<file path="config.mk">
export PLATFORM = sky130hd
export DESIGN_NAME = dosing_sequencer
export DESIGN_NICKNAME = d
export VERILOG_FILES = /design/src/rtl/dosing_sequencer.sv
export SDC_FILE = /design/constraint.sdc
export NUM_CORES = 1
export LEC_CHECK = 0
export CORE_MARGIN = 2
export CORE_UTILIZATION = 25
export CTS_CLUSTER_SIZE = 8
export DETAILED_ROUTE_END_ITERATION = 8
export GPL_TIMING_DRIVEN = 0
export PLACE_DENSITY_LB_ADDON = 0.15
export SLEW_MARGIN = 40
export SYNTH_ARGS = -nofsm -noshare
export SYNTH_HDL_FRONTEND = slang
export SYNTH_SLANG_ARGS = --single-unit
</file>
<file path="constraint.sdc">
create_clock -name clk -period 5.5 [get_ports clk]
set_input_delay 1.1 -clock clk [delete_from_list [all_inputs] [get_ports clk]]
set_output_delay 1.1 -clock clk [all_outputs]
set_load 0.03 [all_outputs]
</file>
<file path="src/rtl/dosing_sequencer.sv">
// Runs dispensing motors R, G, B one after another for their latched unit counts.
// One unit is TICK_DIV pulses of the shared slow tick strobe.
module dosing_sequencer #(
    parameter int unsigned TICK_DIV = 4,
    parameter int unsigned CNT_W    = 5
) (
    input  logic             clk,
    input  logic             reset,
    input  logic             tick,
    input  logic             start,
    input  logic             abort,
    input  logic             ready_in,
    input  logic [CNT_W-1:0] ciclos_R,
    input  logic [CNT_W-1:0] ciclos_G,
    input  logic [CNT_W-1:0] ciclos_B,
    output logic [2:0]       Motores,
    output logic             busy,
    output logic [2:0]       flags,
    output logic             done,
    output logic             clear_mem,
    output logic [CNT_W-1:0] remaining
);

    typedef enum logic [2:0] {
        StIdle,
        StLoad,
        StRunR,
        StRunG,
        StRunB,
        StFinish
    } state_e;

    localparam logic [3:0] PrescMax = 4'(TICK_DIV - 1);

    state_e           r_state;
    logic             r_start_low;
    logic [CNT_W-1:0] r_cnt_r;
    logic [CNT_W-1:0] r_cnt_g;
    logic [CNT_W-1:0] r_cnt_b;
    logic [CNT_W-1:0] r_units;
    logic [3:0]       r_presc;

    logic             w_start_edge;
    logic [2:0]       w_nonzero;
    logic [2:0]       w_eligible;
    state_e           w_next_chan;
    logic [2:0]       w_next_motor;
    logic [CNT_W-1:0] w_next_units;
    logic             w_to_finish;
    logic             w_unit_wrap;
    logic             w_last_tick;

    // r_start_low resets to 0, so a start level held through reset is never an edge.
    assign w_start_edge = start & r_start_low;
    assign w_nonzero    = {|r_cnt_r, |r_cnt_g, |r_cnt_b};
    assign w_unit_wrap  = tick && (r_presc == PrescMax);
    assign w_last_tick  = w_unit_wrap && (r_units == CNT_W'(1));
    assign w_to_finish  = (w_next_chan == StFinish);
    assign remaining    = r_units;

    // Channels still ahead of the current state, in R, G, B order.
    always_comb begin
        w_eligible = 3'b000;
        case (r_state)
            StLoad:  w_eligible = w_nonzero;
            StRunR:  w_eligible = w_nonzero & 3'b011;
            StRunG:  w_eligible = w_nonzero & 3'b001;
            default: w_eligible = 3'b000;
        endcase

        w_next_chan  = StFinish;
        w_next_motor = 3'b000;
        w_next_units = '0;
        if (w_eligible[2]) begin
            w_next_chan  = StRunR;
            w_next_motor = 3'b100;
            w_next_units = r_cnt_r;
        end else if (w_eligible[1]) begin
            w_next_chan  = StRunG;
            w_next_motor = 3'b010;
            w_next_units = r_cnt_g;
        end else if (w_eligible[0]) begin
            w_next_chan  = StRunB;
            w_next_motor = 3'b001;
            w_next_units = r_cnt_b;
        end
    end

    always_ff @(posedge clk) begin
        if (reset) begin
            r_state     <= StIdle;
            r_start_low <= 1'b0;
            r_cnt_r     <= '0;
            r_cnt_g     <= '0;
            r_cnt_b     <= '0;
            r_units     <= '0;
            r_presc     <= '0;
            Motores     <= 3'b000;
            busy        <= 1'b0;
            flags       <= 3'b000;
            done        <= 1'b0;
            clear_mem   <= 1'b0;
        end else begin
            r_start_low <= ~start;
            done        <= 1'b0;
            clear_mem   <= 1'b0;
            if (abort && (r_state != StIdle)) begin
                r_state <= StIdle;
                Motores <= 3'b000;
                busy    <= 1'b0;
                r_units <= '0;
                r_presc <= '0;
            end else begin
                case (r_state)
                    StIdle: begin
                        if (w_start_edge && ready_in) begin
                            r_cnt_r <= ciclos_R;
                            r_cnt_g <= ciclos_G;
                            r_cnt_b <= ciclos_B;
                            flags   <= 3'b000;
                            busy    <= 1'b1;
                            r_state <= StLoad;
                        end
                    end
                    StLoad: begin
                        flags     <= ~w_nonzero;
                        r_state   <= w_next_chan;
                        Motores   <= w_next_motor;
                        r_units   <= w_next_units;
                        r_presc   <= '0;
                        done      <= w_to_finish;
                        clear_mem <= w_to_finish;
                    end
                    StRunR, StRunG, StRunB: begin
                        if (w_last_tick) begin
                            flags     <= flags | Motores;
                            r_state   <= w_next_chan;
                            Motores   <= w_next_motor;
                            r_units   <= w_next_units;
                            r_presc   <= '0;
                            done      <= w_to_finish;
                            clear_mem <= w_to_finish;
                        end else if (w_unit_wrap) begin
                            r_presc <= '0;
                            r_units <= r_units - CNT_W'(1);
                        end else if (tick) begin
                            r_presc <= r_presc + 4'd1;
                        end
                    end
                    StFinish: begin
                        r_state <= StIdle;
                        busy    <= 1'b0;
                    end
                    default: begin
                        r_state <= StIdle;
                        Motores <= 3'b000;
                        busy    <= 1'b0;
                    end
                endcase
            end
        end
    end

endmodule
</file>
Yosys cells after proc, flatten, opt, wreduce, memory -nomap -nowiden
Index checks and enable logic that the tools add are counted.
{"block": "word_totals", "reg_bits": 36, "inputBits": 21}
{"block": "classes", "bitwise_logic": 7, "mux": 29, "eq_ne": 12, "reduce_logical": 22, "n_addsub": 2}
{"operator": "$pmux 3 s3", "n": 4}
{"operator": "$mux 5", "n": 5}
{"operator": "$mux 3", "n": 8}
{"operator": "$reduce_or 5->1", "n": 3}
{"operator": "$mux 4", "n": 3}
{"operator": "$pmux 5 s2", "n": 1}
{"operator": "$reduce_and 2->1", "n": 5}
{"operator": "$eq 3x3->1 const B", "n": 3}
{"operator": "$pmux 4 s2", "n": 1}
{"operator": "$eq 3x2->1 const B", "n": 2}
{"operator": "$reduce_bool 3->1", "n": 2}
{"operator": "$eq 5x1->1 const B", "n": 1}
{"operator": "$sub 5x1->5 const B", "n": 1}
{"operator": "$add 4x1->4 const B", "n": 1}
{"operator": "$eq 4x2->1 const B", "n": 1}
{"operator": "$logic_and 1x1->1", "n": 4}
{"operator": "$mux 1", "n": 4}
{"operator": "$ne 2x2->1 const B", "n": 2}
{"operator": "$ne 4x4->1 const B", "n": 1}
{"operator": "$not 1->1", "n": 4}
{"operator": "$pmux 1 s2", "n": 2}
{"operator": "$reduce_and 4->1", "n": 1}
{"operator": "$reduce_or 2->1", "n": 2}
{"operator": "$reduce_or 4->1", "n": 1}
{"operator": "10 further kinds", "n": 10}

Depth between registers and ports, before layout
{"block": "depth", "word_depth": 8, "depth_mapped": 8}

Least setup slack after synthesis
OpenSTA, ideal clock, no wires.
{"block": "synth_timing", "path_kind": "input to register", "from": "in tick", "to": "reg r_units[1] (netlist: remaining[1])", "slack_ps": 2991, "n_path_buf": 2, "arrival_time_ps": 2392, "stages": 7, "required_time_ps": 5383, "setup_ps": 117, "path_cell_list": "nor4bb_1 buf_2 nand2_1 clkbuf_1 a222oi_1 o21ai_0 a32o_1"}
{"block": "synth_via", "elab_chain_cells": 4, "word_cells_on_any_way": 6, "cone_classes": "1 x eq/ne; 2 x mux; 3 x reduce/logical"}
{"element": "from (decl)", "line_no": "9", "rtl": "input logic tick,"}
{"element": "$logic_and 1x1->1 *", "line_no": "56", "rtl": "assign w_unit_wrap = tick && (r_presc == PrescMax);"}
{"element": "$logic_and 1x1->1", "line_no": "57", "rtl": "assign w_last_tick = w_unit_wrap && (r_units == CNT_W'(1));"}
{"element": "$mux 5 or $ne 3x3->1 (tied branches)"}
{"element": "$pmux 5 s2 or $reduce_and 2->1 (tied branches)"}
{"element": "to (signal assigned)", "line_no": "129", "rtl": "r_units <= w_next_units;"}
{"element": "to (signal assigned)", "line_no": "139", "rtl": "r_units <= w_next_units;"}
{"element": "to (signal assigned)", "line_no": "145", "rtl": "r_units <= r_units - CNT_W'(1);"}
{"element": "to (decl)", "line_no": "40", "rtl": "logic [CNT_W-1:0] r_units;"}
Mark *: on every way between the ends. The rest lies on a longest branch, timed or not.
A chain may end at the register's enable or synchronous reset.

Final worst setup path
Ends and elaborated chain as after synthesis.

==> flow_results.xml <==
<?xml version="1.0" encoding="UTF-8"?>
<metrics>
  <group name="logic_synthesis">
    <metric name="post_synth.cell_area_avg" unit="sq um">7.59</metric>
    <metric name="yosysWarnings" unit="">0</metric>
    <metric name="synthesis.nets" unit="">295</metric>
    <metric name="main_combinational_cell_family_by_area_after_synthesis" unit="">compound AO/OA/AOI/OAI gates</metric>
    <metric name="post_synth_fa_ha_maj_area_fraction" unit="%">1.83</metric>
    <metric name="synth_compound_gate_area_share" unit="%">27.0</metric>
    <metric name="postSynthRegisterBits" unit="">36</metric>
    <metric name="yosys.area_share.simple" unit="%">26.9</metric>
    <metric name="syn-cell-area" unit="sq um">2060</metric>
    <metric name="multiplexer_share_of_the_synthesized_area" unit="%">0.974</metric>
    <metric name="synth_top_flop_cell" unit="">dfxtp_1</metric>
    <metric name="synth_xor_area_share" unit="%">1.70</metric>
    <metric name="synth-edff-count" unit="">0</metric>
    <metric name="ys_async_sr_fraction" unit="%">0</metric>
    <metric name="synth_cells" unit="">271</metric>
    <metric name="synth_seq_area_share" unit="%">35.1</metric>
    <metric name="yosys.cell_types.count" unit="">50</metric>
  </group>
  <group name="route">
    <metric name="initialDrtViolationCount" unit="">147</metric>
    <metric name="routed_wirelength" unit="um">5910</metric>
    <metric name="firstDrtPassIters" unit="">5</metric>
    <metric name="dr_vias_cell" unit="">4.91</metric>
    <metric name="wire_per_inst" unit="um">14.2</metric>
    <metric name="num_vias" unit="">2048</metric>
    <metric name="drc" unit="">0</metric>
    <metric name="antenna_left" unit="">0</metric>
  </group>
  <group name="sta">
    <metric name="setup_viol" unit="">0</metric>
    <metric name="sum_of_negative_setup_slack" unit="ns">0</metric>
    <metric name="clock_skew" unit="ns">0.00943</metric>
    <metric name="maxClockFrequency" unit="MHz">314</metric>
    <metric name="report.final.hold_viol_count" unit="">0</metric>
    <metric name="worst-slew-pin-transition" unit="ns">0.555</metric>
    <metric name="hold_slack" unit="ns">0.475</metric>
    <metric name="timing.max_slew.rel_slack" unit="%">62.5</metric>
    <metric name="rsz0062_at_grt" unit="">false</metric>
    <metric name="min_period_over_period" unit="%">57.9</metric>
    <metric name="drv_slew" unit="">0</metric>
    <metric name="period_needed" unit="ns">3.18</metric>
  </group>
  <group name="global_route">
    <metric name="grt_antenna_before_repair" unit="">0</metric>
    <metric name="use_met1" unit="%">18.2</metric>
    <metric name="grt_busiest_layer" unit="">met2</metric>
    <metric name="grt_pass1_wl" unit="um">9630</metric>
    <metric name="number_of_global_route_vias_before_repair" unit="">1952</metric>
    <metric name="grtUsageTotal" unit="%">13.8</metric>
    <metric name="global_route.overflow_total" unit="">0</metric>
    <metric name="grt_start_max_net_pins" unit="">11</metric>
    <metric name="grt_use_met3" unit="%">2.87</metric>
    <metric name="global_route.usage.met2" unit="%">22.2</metric>
  </group>
  <group name="place">
    <metric name="gpl.final_weighted_congestion" unit="">0.828</metric>
    <metric name="port_buffers" unit="">34</metric>
    <metric name="post_detail_place_hpwl" unit="um">4420</metric>
  </group>
  <group name="status">
    <metric name="outcome" unit="">completed</metric>
  </group>
  <group name="layout">
    <metric name="nFillCells" unit="">940</metric>
    <metric name="num-nets-final" unit="">336</metric>
    <metric name="syn2layout_area_growth" unit="%">26.7</metric>
    <metric name="multi_input_comb_area" unit="sq um">1200</metric>
    <metric name="drive_above_1_share" unit="%">6.73</metric>
    <metric name="insertedDiodeCount" unit="">0</metric>
    <metric name="area.sequential" unit="sq um">721</metric>
    <metric name="commonest_cells_after_routing_fill_and_taps_aside" unit="">nand2_1, a21oi_1, dfxtp_1</metric>
    <metric name="mostFrequentLayoutCell" unit="">nand2_1</metric>
  </group>
  <group name="floorplan">
    <metric name="die-height" unit="um">94.7</metric>
    <metric name="num_io_pins" unit="">35</metric>
    <metric name="design.die.area" unit="sq um">8960</metric>
    <metric name="die_w" unit="um">94.7</metric>
    <metric name="initial_util" unit="%">25.4</metric>
    <metric name="placeableCoreArea" unit="sq um">8090</metric>
    <metric name="core.rowCount" unit="">33</metric>
  </group>
  <group name="clock_tree">
    <metric name="post_cts_resize_count" unit="">0</metric>
    <metric name="clock_pin_slew_worst_setup_and_hold_paths" unit="ns">0.07</metric>
    <metric name="tritoncts" unit="">yes</metric>
    <metric name="cts_post_setup_buffers_inserted" unit="">0</metric>
    <metric name="cts_hold_repair.buffers" unit="">0</metric>
    <metric name="cts_root_buf" unit="">clkbuf_8</metric>
    <metric name="clkLatencyLatePin" unit="ns">0.29</metric>
    <metric name="max_h_tree_level" unit="">2</metric>
    <metric name="clock_tree.buffer_depth" unit="">2</metric>
    <metric name="cts_made_buffers" unit="">5</metric>
    <metric name="clock_sinks" unit="">36</metric>
  </group>
  <group name="power_and_ir_drop">
    <metric name="vdd_drop_max" unit="uV">90.6</metric>
    <metric name="power.leakage" unit="nW">0.868</metric>
    <metric name="powerDensity" unit="nW/um^2">332</metric>
  </group>
  <group name="min_path">
    <metric name="holdCritStartpoint" unit="">r_cnt_b[1]</metric>
    <metric name="hold_path_depth" unit="">2</metric>
    <metric name="hold-path-endpoint" unit="">r_cnt_b[1]</metric>
    <metric name="hold_path.class" unit="">register to register</metric>
  </group>
  <group name="setup_path">
    <metric name="rr_worst_depth" unit="">8</metric>
    <metric name="cp_max_fo" unit="">10</metric>
    <metric name="rr_startpoint" unit="">remaining[1]</metric>
    <metric name="critPathLaunchType" unit="">primary input</metric>
    <metric name="rr_endpoint" unit="">remaining[1]</metric>
    <metric name="timing.critical_path.arrival" unit="ns">3.37</metric>
    <metric name="timing.reg2reg.setup_slack" unit="ns">3.09</metric>
    <metric name="critPathCaptureType" unit="">register</metric>
    <metric name="timing_worst_setup_path_type" unit="">primary input to register</metric>
    <metric name="crit_required" unit="ns">5.68</metric>
  </group>
  <group name="run">
    <metric name="drv_cap" unit="">0</metric>
  </group>
</metrics>
critical path, stage by stage:
cell,delay [ns]
clkdlybuf4s50_1,0.55
nor4bb_1,0.21
buf_2,0.25
nand2_1,0.09
clkbuf_1,0.25
a222oi_1,0.39
o21ai_0,0.22
a32o_1,0.30
synth_stat cells (4+ instances only):
cell type	instances	share of area (%)
o21ai_0	16	3.9
nor2_1	21	3.8
dfxtp_1	36	35
a21oi_1	41	10
inv_1	11	2.0
clkbuf_1	13	2.4
nand3_1	5	1.2
or3_1	4	1.2
nand2_1	42	7.7
nor3_1	11	2.7
nand2b_1	5	1.5
power breakdown:
| part | switching, mW | internal [mW] |
|---|---|---|
| registers | 0.0281 | 0.285 |
| logic | 0.222 | 0.152 |
| clock network | 0.0922 | 0.0861 |
kinds of logic (layout without fill, tap and decap cells):
kind of cell	Yosys count	after routing
and+or+nand+nor	108	108
AOI/OAI and AO/OA	88	88
muxes	2	2
xor gates and xnor gates	4	4
buffers and inverters	30	71
adders and majority gates	3	3
DFF	36	36
final cells by class:
cell class | count | area share, %
Multi-Input combinational cell | 205 | 46.1
Sequential cell | 36 | 27.7
Clock buffer | 6 | 2.79
Timing Repair Buffer | 34 | 13.1
Buffer | 19 | 3.60
Inverter | 11 | 1.59
Tap cell | 105 | 5.04
Clock inverter | 1 | 0.192
stage by stage:
step                worst slack (ns)  cell area, sq um  total power [mW]  std cells  util [%]
floorplan                       2.99              2060             0.577        271         -
global placement                2.01              2530             0.692        410      31.2
detailed placement              2.06              2530             0.690        410      31.2
CTS                             2.35              2610             0.872        417      32.2
global route                    2.10              2610             0.928        417      32.2
finish                          2.32              2610             0.865        417      32.2
state kept, by name (all words and copies together) (netlist names):
signal	count
Motores	3
busy	1
clear_mem	1
flags	3
r_cnt_b	5
r_cnt_g	5
r_cnt_r	5
r_presc	4
r_start_low	1
r_state	3
remaining	5
how the worst max path moves through the flow:
stage,from,end,slack [ns],depth (start not counted)
after floorplan,tick,remaining[1],2.99,7
after global placement,tick,remaining[1],2.01,8
after detailed placement,tick,remaining[1],2.06,8
after CTS,tick,remaining[1],2.35,8
after global routing,tick,remaining[2],2.10,8
final,tick,remaining[1],2.32,8
routing by layer:
metal  vias up  share of wire (%)
met5         -                  0
met4         0                2.3
met3         9                3.9
met2        45                 45
met1       946                 48
li1       1048                  -
No activity file was read; power rests on OpenSTA's default activity.
==> edit 1 (config.mk and constraints unchanged) <==
`CNT_W`: 5 -> 6.
--- a/src/rtl/dosing_sequencer.sv
+++ b/src/rtl/dosing_sequencer.sv
@@ -2,7 +2,7 @@
 // One unit is TICK_DIV pulses of the shared slow tick strobe.
 module dosing_sequencer #(
     parameter int unsigned TICK_DIV = 4,
-    parameter int unsigned CNT_W    = 5
+    parameter int unsigned CNT_W    = 6
 ) (
     input  logic             clk,
     input  logic             reset,
Ports: changed (resized ciclos_B, ciclos_G, ciclos_R and remaining); port bits go from 35 to 39. No check against the original RTL was run, so the function may have changed too.
==> edit 1 against the original RTL <==
Utilization grew 0.80 points. Final area increased by 10%. Worst hold slack better by 11 ps. Setup slack better by 160 ps. Register-to-register slack improved by 140 ps. Via count is 3.7% higher. Count of clock-buffer cells in the layout decreased by 1. Sequential cell count increased by 4. Wire length up 14%. Total power increased by 34%. Area after synthesis up 9.4%. Critical path type unchanged. Critical endpoint unchanged. Largest power group unchanged. Highest routed layer unchanged.
==> edit 1: results (changes against the original RTL) <==
[status]
status = completed

[timing]
fin_crit_ps = 3020  ; -159 ps
finClkSkew_ps = 6.95  ; -2.47 ps

[worst_setup_path]
crit_family = compound AO/OA/AOI/OAI gates
cpPeakStageDelay_ps = 660  ; +110 ps
r2r_start = r_presc[0]
cp_max_fo = 7  ; -3

[global_route]
grt_pass1_wl_microns = 10700  ; +11%
grt_util_met3_pct = 2.48  ; -0.39 points
grtUsageMet2_pct = 22.0  ; -0.24 points
track_usage_pct = 13.8  ; +0.048 points

[detailed_routing]
drt-pass1-iter-count = 4  ; -1
dr_total_vias = 2123  ; +3.7%
routed_wirelength_microns = 6730  ; +14%
wl_met2_microns = 3090  ; +15%
drt_iter0_drc = 101  ; -31%

[logic_synthesis]
synth_common_cells = dfxtp_1 (40), nor2_1 (38), mux2i_1 (21), a21oi_1 (16), nand2_1 (13)
synth.most_common_cell = dfxtp_1
synth_compound_area_share_pct = 25.3  ; -1.7 points
syn-num-nets = 290  ; -1.7%
synth_cell_types = 64  ; +28%
seq_area_frac_synth_pct = 35.6  ; +0.54 points
synthCells = 263  ; -3.0%

[placed_design]
port_buffers = 38  ; +12%
placed_area_sq_um = 2770  ; +9.4%
dp_slack_ps = 2220  ; +168 ps
dpl.hpwl_microns = 5150  ; +17%
gp_congestion = 0.848  ; +2.4%

[hold_path]
hold_path_end = Motores[0]
min_from = Motores[0]

[power]
internal_power_w = 0.000665  ; +27%
pwr-share-comb_pct = 48.9  ; +5.7 points
power.switching_w = 0.000494  ; +44%

edit 1: cell types whose count changed after synthesis, moves of 4 or more:
cell / before / now
a21oi_1: 41 / 16
a31oi_1: 1 / 6
clkbuf_1: 13 / 6
dfxtp_1: 36 / 40
mux2i_1: 2 / 21
nand2_1: 42 / 13
nor2_1: 21 / 38
nor3_1: 11 / 7
o21ai_0: 16 / 8
o21ai_1: 0 / 5
edit 1: cell type report:
cell class / instances / area, sq um / area share [%]
inverters: 11 / 41.3 / 1.44
multi-input cells: 197 / 1330 / 46.2
repair buffers: 38 / 380 / 13.2
well taps: 108 / 135 / 4.70
clock buffers: 5 / 68.8 / 2.39
clock inverters: 3 / 42.5 / 1.48
flip-flops and latches: 40 / 801 / 27.8
plain buffers: 15 / 80.1 / 2.78
edit 1: kinds of logic after synthesis:
logic type	Yosys count
and+or+nand+nor	90
AOI/OAI and AO/OA	76
DFF	40
buffers and inverters	26
muxes	22
xor gates and xnor gates	5
adders and majority gates	4
==> edit 2 (config.mk and constraints unchanged) <==
Without the edit above. Encoding of `state_e`: now one-hot (6 bits for 6 states).
--- a/src/rtl/dosing_sequencer.sv
+++ b/src/rtl/dosing_sequencer.sv
@@ -21,13 +21,13 @@
     output logic [CNT_W-1:0] remaining
 );
 
-    typedef enum logic [2:0] {
-        StIdle,
-        StLoad,
-        StRunR,
-        StRunG,
-        StRunB,
-        StFinish
+    typedef enum logic [5:0] {
+        StIdle   = 6'b000001,
+        StLoad   = 6'b000010,
+        StRunR   = 6'b000100,
+        StRunG   = 6'b001000,
+        StRunB   = 6'b010000,
+        StFinish = 6'b100000
     } state_e;
 
     localparam logic [3:0] PrescMax = 4'(TICK_DIV - 1);
Formal check against the unedited RTL: no difference found for any inputs over 10 cycles, from zero or initial values and one cycle with reset high; not proved beyond that.
==> edit 2 against the original RTL <==
Final cell count fell by 6.0%. Setup slack improved by 170 ps. Sequential cell count rose by 3. Utilization rose by 0.067 points. Area after synthesis rose by 0.55%. Clock skew fell by 7.8 ps. Final area rose by 0.72%. Synthesized cell count fell by 9.6%. Worst hold slack improved by 3.2 ps. Wire length fell by 5.0%. Highest routed layer unchanged.
Power is not compared: it rests on default switching activity, and its combinational part moved more than twofold at a synthesized area within 25%.
==> edit 2: results (changes against the original RTL) <==
[global_route]
grt_max_degree = 13  ; +2
grt_pass1_vias = 1750  ; -10%
grt_util_met3_pct = 3.03  ; +0.16 points
grt_pass1_wl_microns = 8870  ; -7.8%
met1_usage_pct = 16.4  ; -1.9 points
track_usage_pct = 12.9  ; -0.83 points
grtUsageMet2_pct = 22.0  ; -0.18 points

[detailed_routing]
drt-pass1-iter-count = 5  ; unchanged
drt_iter0_drc = 68  ; -54%
vias_per_cell = 4.73  ; -3.7%
wire_per_inst_microns = 14.3  ; +1.1%

[logic_synthesis]
postSynth.asyncResetShare_pct = 0  ; unchanged
syn-num-nets = 269  ; -8.8%
netlist_top_cells_area = dfxtp_1 (38%), nand2_1 (8.4%), a21oi_1 (6.8%), nor2_1 (3.3%), mux2i_1 (1.9%)
seq_area_frac_synth_pct = 37.8  ; +2.7 points
synth_common_cells = nand2_1 (46), dfxtp_1 (39), a21oi_1 (28), nor2_1 (18)
synthCells = 245  ; -9.6%
synth_cell_types = 57  ; +14%

[hold_path]
min_from = r_cnt_r[2]

[timing]
tightestPinTransition_ps = 657  ; +101 ps
finClkSkew_ps = 1.58  ; -7.85 ps
slew_viol_final = 0  ; unchanged

[status]
status = completed

[worst_setup_path]
crit_arrival_ps = 3250  ; -120 ps
startpoint = tick
r2r_start = r_state[1]
cp_max_fo = 7  ; -3

[final_layout]
fin_cells = 392  ; -6.0%
num-fill-cells = 886  ; -5.7%
fin_nets = 310  ; -7.7%
drive_gt1_share_pct = 11.1  ; +4.4 points

[power]
p_leak_nw = 0.923
swShare_pct = 24.8

[placed_design]
dpl.hpwl_microns = 4310  ; -2.5%
dp_cells = 384  ; -6.3%
gp_congestion = 0.796  ; -3.9%
dp_slack_ps = 2190  ; +133 ps

## edit 2: cell types whose count changed in the layout (fill, tap and decap cells not counted), moves of 4 or more
cell / unedited run / this run
clkbuf_1: 14 / 7
a21oi_1: 41 / 28
o21ai_0: 16 / 6
inv_1: 11 / 4
nand2_1: 42 / 46
nor3_1: 11 / 3
## edit 2: cell type report
class	instances	area, sq um	area share, %
multi-input combinational	185	1170	44.5
inverter	4	15.0	0.572
clock inverter	2	12.5	0.477
tap	105	131	5.01
timing repair buffer	34	340	13.0
sequential	39	781	29.8
buffer	17	104	3.96
clock buffer	6	72.6	2.77
## edit 2: routing by layer
layer	up-vias	routed length, microns
li1	957	-
met1	856	2560
met2	33	2750
met3	8	225
met4	0	73
met5	-	0
## edit 2: stage by stage
stage               area (sq um)  utilization (%)
floorplan                   2070                -
global placement            2540             31.2
detailed placement          2540             31.2
CTS                         2620             32.3
global route                2620             32.3
finish                      2620             32.3
## edit 2: critical path, stage by stage
cell,delay (ps)
clkdlybuf4s50_1,580
and4bb_2,310
and4b_1,440
or2_1,150
buf_2,190
o22ai_1,90
nor4_1,240
a31o_1,150
## edit 2: logic make-up (layout without fill, tap and decap cells)
kind of cell    after synthesis  after routing  share of synthesized area (%)
compound gates               71             71                           24.9
xor+xnor                      6              6                           2.54
fa+ha+maj                     3              3                           1.82
buf+inv                      21             63                           5.75
flops                        39             39                           37.8
mux                           4              4                           1.94
simple gates                101            101                           25.3
## edit 2: final timing paths
| kind | to | slack, ps | cells past startpoint |
|---|---|---|---|
| max reg2reg | remaining[2] | 3220 | 6 |
| max | remaining[2] | 2490 | 8 |
| min | r_cnt_r[2] | 480 | 2 |
| min reg2reg | r_cnt_r[2] | 480 | 2 |
